$ cat src/rtl/branch_predictor_if.sv
`default_nettype none
// ============================================================================
// Module      : branch_predictor_if
// Description : Fetch/Execute-side bundle of the branch predictor.
//               master  = pipeline (drives PCs and resolved outcomes)
//               slave   = branch_predictor (drives predictions, redirect
//                         and statistics)
//   PCF          fetch PC                  PredTakenF/PredPCF  prediction
//   UpdateE..    resolved branch/jump      MispredictE/RedirectPCE
//   FlushAll     table invalidate          BranchCount/MispredCount
// Revision    : 1.0  initial release
// ============================================================================
interface branch_predictor_if #(
    parameter int XLEN  = 32,
    parameter int CNT_W = 32
);
    logic [XLEN-1:0]  PCF;
    logic             PredTakenF;
    logic [XLEN-1:0]  PredPCF;
    logic             UpdateE;
    logic [XLEN-1:0]  PCE;
    logic             JumpE;
    logic             TakenE;
    logic [XLEN-1:0]  TargetE;
    logic             PredTakenE;
    logic [XLEN-1:0]  PredPCE;
    logic             FlushAll;
    logic             MispredictE;
    logic [XLEN-1:0]  RedirectPCE;
    logic [CNT_W-1:0] BranchCount;
    logic [CNT_W-1:0] MispredCount;

    modport master (
        output PCF, UpdateE, PCE, JumpE, TakenE, TargetE, PredTakenE, PredPCE, FlushAll,
        input  PredTakenF, PredPCF, MispredictE, RedirectPCE, BranchCount, MispredCount
    );

    modport slave (
        input  PCF, UpdateE, PCE, JumpE, TakenE, TargetE, PredTakenE, PredPCE, FlushAll,
        output PredTakenF, PredPCF, MispredictE, RedirectPCE, BranchCount, MispredCount
    );
endinterface
`default_nettype wire

$ cat src/rtl/branch_predictor.sv
`default_nettype none
// ============================================================================
// Module      : branch_predictor
// Description : Direct-mapped branch predictor + BTB. Each entry holds a
//               valid bit, tag, target, 2-bit saturating counter and an
//               unconditional-jump flag. Lookup from PCF is combinational;
//               Execute reports resolved branches, which update the table on
//               the rising edge and are checked for misprediction.
// Ports       : clk    rising-edge clock
//               reset  asynchronous active-high reset
//               bus    branch_predictor_if.slave (see interface header)
// Revision    : 1.0  initial release
// ============================================================================
module branch_predictor #(
    parameter int         XLEN     = 32,
    parameter int         ENTRIES  = 16,
    parameter logic [1:0] CTR_INIT = 2'b01,
    parameter int         CNT_W    = 32
) (
    input  wire logic          clk,
    input  wire logic          reset,
    branch_predictor_if.slave  bus
);

    localparam int              IDX_W     = $clog2(ENTRIES);
    localparam int              TAG_W     = XLEN - IDX_W - 2;
    localparam logic [XLEN-1:0] c_pc_step = XLEN'(4);

    generate
        if ((ENTRIES < 2) || ((ENTRIES & (ENTRIES - 1)) != 0)) begin : g_bad_entries
            $error("branch_predictor: ENTRIES must be a power of two >= 2");
        end
    endgenerate

    // ------------------------------------------------------------------
    // Table storage
    // ------------------------------------------------------------------
    logic             r_valid  [ENTRIES];
    logic [TAG_W-1:0] r_tag    [ENTRIES];
    logic [XLEN-1:0]  r_target [ENTRIES];
    logic [1:0]       r_ctr    [ENTRIES];
    logic             r_isjump [ENTRIES];

    logic [CNT_W-1:0] r_branch_cnt;
    logic [CNT_W-1:0] r_mispred_cnt;

    // ------------------------------------------------------------------
    // Fetch lookup (reads pre-update contents; no write bypass)
    // ------------------------------------------------------------------
    logic [IDX_W-1:0] w_f_idx;
    logic [TAG_W-1:0] w_f_tag;
    logic             w_f_hit;
    logic             w_f_taken;

    assign w_f_idx   = bus.PCF[IDX_W+1:2];
    assign w_f_tag   = bus.PCF[XLEN-1:IDX_W+2];
    assign w_f_hit   = r_valid[w_f_idx] && (r_tag[w_f_idx] == w_f_tag);
    assign w_f_taken = w_f_hit && (r_isjump[w_f_idx] || r_ctr[w_f_idx][1]);

    assign bus.PredTakenF = w_f_taken;
    assign bus.PredPCF    = w_f_taken ? r_target[w_f_idx] : bus.PCF + c_pc_step;

    // ------------------------------------------------------------------
    // Execute resolution
    // ------------------------------------------------------------------
    logic [IDX_W-1:0] w_e_idx;
    logic [TAG_W-1:0] w_e_tag;
    logic             w_e_hit;
    logic [XLEN-1:0]  w_e_pc_plus4;
    logic             w_mispredict;
    logic [1:0]       w_ctr_inc;
    logic [1:0]       w_ctr_dec;

    assign w_e_idx      = bus.PCE[IDX_W+1:2];
    assign w_e_tag      = bus.PCE[XLEN-1:IDX_W+2];
    assign w_e_hit      = r_valid[w_e_idx] && (r_tag[w_e_idx] == w_e_tag);
    assign w_e_pc_plus4 = bus.PCE + c_pc_step;

    // A taken prediction is only correct if the predicted target also matches.
    assign w_mispredict = bus.UpdateE &&
                          ((bus.PredTakenE != bus.TakenE) ||
                           (bus.TakenE && (bus.PredPCE != bus.TargetE)));

    assign bus.MispredictE = w_mispredict;
    assign bus.RedirectPCE = (bus.UpdateE && bus.TakenE) ? bus.TargetE : w_e_pc_plus4;

    assign w_ctr_inc = (r_ctr[w_e_idx] == 2'b11) ? 2'b11 : r_ctr[w_e_idx] + 2'b01;
    assign w_ctr_dec = (r_ctr[w_e_idx] == 2'b00) ? 2'b00 : r_ctr[w_e_idx] - 2'b01;

    // ------------------------------------------------------------------
    // Table update: reset > FlushAll > update
    // ------------------------------------------------------------------
    always_ff @(posedge clk or posedge reset) begin
        if (reset) begin
            for (int i = 0; i < ENTRIES; i++) begin
                r_valid[i]  <= 1'b0;
                r_tag[i]    <= '0;
                r_target[i] <= '0;
                r_ctr[i]    <= CTR_INIT;
                r_isjump[i] <= 1'b0;
            end
        end else if (bus.FlushAll) begin
            for (int i = 0; i < ENTRIES; i++) begin
                r_valid[i] <= 1'b0;
                r_ctr[i]   <= CTR_INIT;
            end
        end else if (bus.UpdateE) begin
            if (w_e_hit) begin
                r_isjump[w_e_idx] <= bus.JumpE;
                if (bus.TakenE) begin
                    r_ctr[w_e_idx]    <= w_ctr_inc;
                    r_target[w_e_idx] <= bus.TargetE;
                end else begin
                    r_ctr[w_e_idx]    <= w_ctr_dec;
                end
            end else if (bus.TakenE) begin
                // Only taken misses allocate; not-taken misses leave the
                // resident (possibly aliasing) entry untouched.
                r_valid[w_e_idx]  <= 1'b1;
                r_tag[w_e_idx]    <= w_e_tag;
                r_target[w_e_idx] <= bus.TargetE;
                r_isjump[w_e_idx] <= bus.JumpE;
                r_ctr[w_e_idx]    <= bus.JumpE ? 2'b11 : 2'b10;
            end
        end
    end

    // ------------------------------------------------------------------
    // Statistics: saturating, counted even when a flush drops the write
    // ------------------------------------------------------------------
    always_ff @(posedge clk or posedge reset) begin
        if (reset) begin
            r_branch_cnt  <= '0;
            r_mispred_cnt <= '0;
        end else if (bus.UpdateE) begin
            if (r_branch_cnt != '1) begin
                r_branch_cnt <= r_branch_cnt + CNT_W'(1);
            end
            if (w_mispredict && (r_mispred_cnt != '1)) begin
                r_mispred_cnt <= r_mispred_cnt + CNT_W'(1);
            end
        end
    end

    assign bus.BranchCount  = r_branch_cnt;
    assign bus.MispredCount = r_mispred_cnt;

endmodule
`default_nettype wire

$ cat src/flat_wrapper.sv
// flat-port wrapper written by rule: the top's interface ports become plain ports
module branch_predictor_flat 
#(
    parameter int         XLEN     = 32,
    parameter int         ENTRIES  = 16,
    parameter logic [1:0] CTR_INIT = 2'b01,
    parameter int         CNT_W    = 32
)
  (clk, reset, bus_PCF, bus_UpdateE, bus_PCE, bus_JumpE, bus_TakenE, bus_TargetE, bus_PredTakenE, bus_PredPCE, bus_FlushAll, bus_PredTakenF, bus_PredPCF, bus_MispredictE, bus_RedirectPCE, bus_BranchCount, bus_MispredCount);
  branch_predictor_if #(.XLEN(XLEN), .CNT_W(CNT_W)) bus_i ();
  input  wire logic clk;
  input  wire logic reset;
  input wire logic [$bits(bus_i.PCF)-1:0] bus_PCF;
  input wire logic [$bits(bus_i.UpdateE)-1:0] bus_UpdateE;
  input wire logic [$bits(bus_i.PCE)-1:0] bus_PCE;
  input wire logic [$bits(bus_i.JumpE)-1:0] bus_JumpE;
  input wire logic [$bits(bus_i.TakenE)-1:0] bus_TakenE;
  input wire logic [$bits(bus_i.TargetE)-1:0] bus_TargetE;
  input wire logic [$bits(bus_i.PredTakenE)-1:0] bus_PredTakenE;
  input wire logic [$bits(bus_i.PredPCE)-1:0] bus_PredPCE;
  input wire logic [$bits(bus_i.FlushAll)-1:0] bus_FlushAll;
  output wire logic [$bits(bus_i.PredTakenF)-1:0] bus_PredTakenF;
  output wire logic [$bits(bus_i.PredPCF)-1:0] bus_PredPCF;
  output wire logic [$bits(bus_i.MispredictE)-1:0] bus_MispredictE;
  output wire logic [$bits(bus_i.RedirectPCE)-1:0] bus_RedirectPCE;
  output wire logic [$bits(bus_i.BranchCount)-1:0] bus_BranchCount;
  output wire logic [$bits(bus_i.MispredCount)-1:0] bus_MispredCount;
  assign bus_i.PCF = bus_PCF;
  assign bus_i.UpdateE = bus_UpdateE;
  assign bus_i.PCE = bus_PCE;
  assign bus_i.JumpE = bus_JumpE;
  assign bus_i.TakenE = bus_TakenE;
  assign bus_i.TargetE = bus_TargetE;
  assign bus_i.PredTakenE = bus_PredTakenE;
  assign bus_i.PredPCE = bus_PredPCE;
  assign bus_i.FlushAll = bus_FlushAll;
  assign bus_PredTakenF = bus_i.PredTakenF;
  assign bus_PredPCF = bus_i.PredPCF;
  assign bus_MispredictE = bus_i.MispredictE;
  assign bus_RedirectPCE = bus_i.RedirectPCE;
  assign bus_BranchCount = bus_i.BranchCount;
  assign bus_MispredCount = bus_i.MispredCount;
  branch_predictor #(.XLEN(XLEN), .ENTRIES(ENTRIES), .CTR_INIT(CTR_INIT), .CNT_W(CNT_W)) u_core (.clk(clk), .reset(reset), .bus(bus_i));
endmodule
$ cat config.mk
export PLATFORM = sky130hd
export DESIGN_NAME = branch_predictor_flat
export DESIGN_NICKNAME = d
export VERILOG_FILES = /design/src/rtl/branch_predictor_if.sv /design/src/rtl/branch_predictor.sv /design/src/flat_wrapper.sv
export SDC_FILE = /design/constraint.sdc
export NUM_CORES = 2
export LEC_CHECK = 0
export CORE_MARGIN = 4
export CORE_UTILIZATION = 25
export DETAILED_ROUTE_END_ITERATION = 7
export GPL_TIMING_DRIVEN = 0
export PLACE_DENSITY = 0.39
export SLEW_MARGIN = 20
export SYNTH_ARGS = -nofsm -noshare
export SYNTH_HDL_FRONTEND = slang
export SYNTH_SLANG_ARGS = --single-unit
export TNS_END_PERCENT = 5
$ cat constraint.sdc
create_clock -name clk -period 34.4 [get_ports clk]
set_input_delay 6.88 -clock clk [delete_from_list [all_inputs] [get_ports clk]]
set_output_delay 6.88 -clock clk [all_outputs]
set_load 0.1 [all_outputs]
======== Yosys cells after proc, flatten, opt, wreduce, memory -nomap -nowiden ========
Cells that the tools add are included.
storage, ports and cells
  flip-flop bits (word level) ............. 1056
  output and inout bits ................... 130
operators by class
  $add $sub $neg .......................... 6
  $lt $le $gt $ge ......................... 3
  eq/ne operators ......................... 8
  mux-type cells .......................... 54
  bitwise logic cells ..................... 5
  reduce and logical (&&, ||, !) cells .... 22
operator list
  operator                                                   count
  bitwise mux 512 bit                                        1
  bitwise mux 416 bit                                        1
  2-to-1 mux 32 bit                                          10
  binary-select mux 26 bit (select 4 bit)                    2
  2-to-1 mux 26 bit                                          5
  binary-select mux 32 bit (select 4 bit)                    1
  demux 32 bit (select 4 bit)                                1
  demux 26 bit (select 4 bit)                                1
  bitwise mux 32 bit                                         3
  2-to-1 mux 16 bit                                          6
  adder 32 x 1 -> 32 bit (second input constant)             2
  adder 32 x 3 -> 32 bit (second input constant)             2
  != test 32 bit (second input constant)                     2
  == test 26 bit                                             2
  != test 32 bit                                             1
  binary-select mux 2 bit (select 4 bit)                     2
  bitwise mux 16 bit                                         1
  OR 16 bit                                                  1
  2-to-1 mux 2 bit                                           7
  binary-select mux 1 bit (select 4 bit)                     3
  greater-or-equal comparator 5 bit (second input constant)  2
  NOT 4 -> 5 bit                                             2
  AND reduction 3 bit                                        3
  demux 2 bit (select 4 bit)                                 1
  16 further kinds                                           36

======== Logic depth before layout (Yosys ltp) ========
  depth after elaboration ................. 11
  depth in mapped cells ................... 18
  mapped depth without buffers ............ 9

======== Worst setup path before layout ========
No wires, ideal clock.
  kind .................................... in2out
  start ................................... input port bus_PCE[3]
  end ..................................... output port bus_RedirectPCE[29]
  arrival ................................. 11.660 ns
  setup slack ............................. 15.860 ns
  stages .................................. 14
  buffers on the path ..................... 6
  cells stage by stage .................... buf_4 buf_4 buf_4 buf_4 buf_2 buf_1 and4_1 nand2_1 nor3_1 nand2_1 nor3_1 nand3_1 xor2_1 o21ai_0
on the way
  longest elaborated chain between the ends .. 2
ends and longest elaborated chain
  element                 line                    RTL
  start: declaration      flat_wrapper.sv:15      input wire logic [$bits(bus_i.PCE)-1:0] bus_PCE;
  adder 32 x 3 -> 32 bit  branch_predictor.sv:77  assign w_e_pc_plus4 = bus.PCE + c_pc_step;
  2-to-1 mux 32 bit       branch_predictor.sv:85  assign bus.RedirectPCE = (bus.UpdateE && bus.TakenE) ? bus.TargetE : w_e_pc_plus4;
  end: declaration        flat_wrapper.sv:25      output wire logic [$bits(bus_i.RedirectPCE)-1:0] bus_RedirectPCE;
Every way passes these cells.

======== Final worst setup path ========
  start ................................... input port bus_PCF[2]
  end ..................................... output port bus_PredPCF[2]
on the way
  longest elaborated chain between the ends .. 8
ends and longest elaborated chain
  element                                               line                                                                    RTL
  start: declaration                                    flat_wrapper.sv:13                                                      input wire logic [$bits(bus_i.PCF)-1:0] bus_PCF;
  NOT 4 -> 5 bit (not written as such)                  branch_predictor.sv:57, branch_predictor.sv:58, branch_predictor.sv:61
  binary-select mux 26 bit (select 4 bit)               branch_predictor.sv:57                                                  assign w_f_hit = r_valid[w_f_idx] && (r_tag[w_f_idx] == w_f_tag);
  2-to-1 mux 26 bit (not written as such) (2 in a row)  branch_predictor.sv:57
  == test 26 bit                                        branch_predictor.sv:57
  logical AND 1 bit                                     branch_predictor.sv:57
  logical AND 1 bit                                     branch_predictor.sv:58                                                  assign w_f_taken = w_f_hit && (r_isjump[w_f_idx] || r_ctr[w_f_idx][1]);
  2-to-1 mux 32 bit *                                   branch_predictor.sv:61                                                  assign bus.PredPCF = w_f_taken ? r_target[w_f_idx] : bus.PCF + c_pc_step;
  end: declaration                                      flat_wrapper.sv:23                                                      output wire logic [$bits(bus_i.PredPCF)-1:0] bus_PredPCF;
Every way passes the cells marked *; elsewhere a longest branch is shown, timed or not. The select of a mux whose other input is x is not followed.

==> impl_results.md <==
- Combinational share of power: 18.9%
- Fmax: 45.8 MHz
- Ys async rst share: 100%
- Syn. warnings: 0
- Crit. End Element: output port
- CP Max Fanout: 10
- Clk pwr share: 40.0%
- Sequential share of power: 41.0%
- Synth Instances: 3751
- Filler cells: 21546
- Rows: 170
- Final hold vios: 0
- RSZ-0062 raised after global routing: false
- Gpl congestion: 0.881
- Post-DR wirelength/cell: 32.1 µm
- Met2 global-route usage: 32.2%
- Vias in the first global route: 37260
- Skew final: 0.0326 ns
- Die Ht: 474 µm
- Leakage power: 28.2 nW
- Worst Path Required: 27.52 ns
- Tmin final: 21.85 ns
- Post-CTS Setup Bufs: 0
- First-pass GRT wire length: 315000 µm
- Most frequent cells in the layout: dfrtp_1 (1040), mux2_2 (977), mux4_2 (385)
- Sw Ratio: 29.5%
- Initial antenna violation count: 22
- # IOs: 265
- Fin nets: 4298
- Share of cells above drive strength 1: 42.2%
- Inserted Clock Buffers: 135
- Setup ws final: 12.55 ns
- Met1 global-route usage: 27.2%
- Worst-Skew Late Latency: 0.79 ns
- Setup crit start kind: primary input
- HP Start: u_core.bus.MispredCount[11]$_DFFE_PP0P_
- Crit path kind: in -> out
- Setup TNS: 0 ns
- Hold-fix buffers, CTS: 0
- Unique masters post-synth: 66
- Worst-margin pin slew: 1.18 ns
- CTS sink cnt: 1056
- Final ANT Viol Nets: 0
- Most common cell after layout, fill and taps aside: dfrtp_1
- CORE AREA: 0.215 mm²
- Global route overflow: 0
- Prevailing post-synth register cell: dfrtp_1
- DIE WIDTH: 474 µm
- Port Buf Inserts: 221
- CP startpoint: bus_PCF[2]
- Pre-CTS WS: 12.51 ns
- Final Max Tran Viols: 0
- DR vias/cell: 5.01
- CTS clk-pin slew, worst paths: 0.06 ns
- Routed vias: 35595
- Area delta synth->final: 20.9%
- Worst min-delay path class: reg -> reg
- Arr. time, crit path: 14.97 ns
- PwrDens: 55.6 mW/mm²
- Syn_nets: 3893
- DRC viols: 0
- Max VDD drop: 0.0405 mV
- Max-cap violations: 0
- DRT iter0 DRCs: 2261
- Worst slew margin: 21.1%
- Detailed Place HPWL: 169000 µm
- DR pass1 iterations: 5
- Global Route Usage Sum: 20.1%
- Outcome: completed
- Syn avg cell area: 14.5 µm²
- Internal power: 2.57 mW
- Met3 usage: 2.73%
- Worst R2R Start: u_core.r_tag[225]$_DFFE_PP0P_
- CTS tree: yes
- Post-Syn Area: 0.0543 mm²
- Tot Pwr: 3.65 mW
- Most Crowded Layer GR: met2
- Root buf cell: clkbuf_16
- Seq/Total Area, Yosys: 48.7%
- Final setup fails: 0
- Largest net degree at the start of global routing: 33
- P_sw: 1.08 mW
- Initial Utilization: 25.2%
- Die ar.: 0.225 mm²
- H-tree depth: 4
- Period Utilization, post-route: 63.5%
- CTS-repair resized insts: 0
- #FFs+latches synth: 1056
- Clk buf depth: 3
- WL final: 228000 µm
- Post-synth EDFFs: 0
[power by group through the flow]
stage          clock [mW]  combinational, mW  sequential (mW)
2_1_floorplan           0              0.418             1.54
3_3_place_gp            0              0.677             1.52
3_5_place_dp            0              0.698             1.52
4_1_cts              1.51              0.699             1.50
5_1_grt              1.55              0.728             1.52
6_report             1.46              0.691             1.50
[worst paths after layout]
check / end / slack (ns) / depth (start not counted)
max: bus_PredPCF[2] / 12.55 / 14
min: u_core.bus.MispredCount[11]$_DFFE_PP0P_ / 0.50 / 1
max reg2reg: u_core.r_tag[191]$_DFFE_PP0P_ / 29.49 / 11
min reg2reg: u_core.bus.MispredCount[11]$_DFFE_PP0P_ / 0.50 / 1
max in group asynchronous: u_core.r_target[129]$_DFFE_PP0P_ / 25.39 / 12
min in group asynchronous: u_core.r_tag[314]$_DFFE_PP0P_ / 6.48 / 2
[synthesized netlist by cell type, drive strengths merged, types with 24 or more instances]
cell type	n	area share (%)
buf	129	1.6
inv	40	0.28
nand3	62	0.57
xor2	68	1.1
mux4	385	16
dfrtp	1040	48
nand4	53	0.61
mux2	984	20
clkbuf	225	1.6
o21ai	47	0.44
xnor2	129	2.1
a21oi	24	0.22
mux2i	110	2.0
nand2	141	1.0
nor2	95	0.66
[metal layers]
layer  vias up  share of wire (%)
met1     19534                 44
li1      14842                  -
met4         6                4.9
met3       323                4.0
met5         -              0.018
met2       890                 47
[through the flow]
step | cell area, µm² | utilization [%] | cells | hold slack (ns)
after CTS | 65600 | 30.5 | 7100 | 0.500
after global routing | 65700 | 30.5 | 7102 | 0.504
after detailed placement | 61100 | 28.4 | 6857 | 0.488
final | 65700 | 30.5 | 7106 | 0.496
after global placement | 60100 | 27.9 | 6810 | 0.481
after floorplan | 54300 | - | 3751 | 0.470
[cell families (layout without fill, tap and decap cells)]
| kind of cell | after synthesis | count (layout) | synth area share [%] |
|---|---|---|---|
| flip-flops | 1056 | 1056 | 48.7 |
| XOR/XNOR | 197 | 197 | 3.18 |
| multiplexers | 1479 | 1479 | 38.4 |
| buffers and inverters | 394 | 905 | 3.39 |
| adder cells (fa/ha/maj) | 7 | 7 | 0.161 |
| other | 0 | 6 | 0 |
| AND/OR/NAND/NOR | 453 | 453 | 4.08 |
| AO/OA/AOI/OAI | 165 | 165 | 2.11 |
[critical path, cell delays in order]
cell and delay (ns):
clkdlybuf4s50_1 0.48, clkbuf_1 0.39, buf_2 0.47, buf_2 0.51, buf_2 0.65, mux4_2 0.42
mux4_2 0.53, xnor2_1 0.61, nand4_1 0.15, nor2_1 0.45, nand4_1 0.90, clkbuf_1 0.66
a21oi_1 0.55, clkdlybuf4s50_1 1.23
[final cells by class]
cell class              count  area [µm²]  share of cell area (%)
clock buffers             198        3880                    5.92
flip-flops and latches   1056       26400                    40.3
inverters                  40         154                   0.234
clock inverters            45         623                   0.949
repair buffers            268        3170                    4.83
plain buffers             354        1750                    2.66
diodes                      6        15.0                  0.0229
well taps                2838        3550                    5.41
multi-input cells        2301       26100                    39.7
[sequential cells by signal, indices dropped and copies added (netlist names)]
name                     count
u_core.bus.BranchCount      32
u_core.bus.MispredCount     32
u_core.r_ctr                32
u_core.r_isjump             16
u_core.r_tag               416
u_core.r_target            512
u_core.r_valid              16
Note: power is estimated with default switching activity, not from simulation.
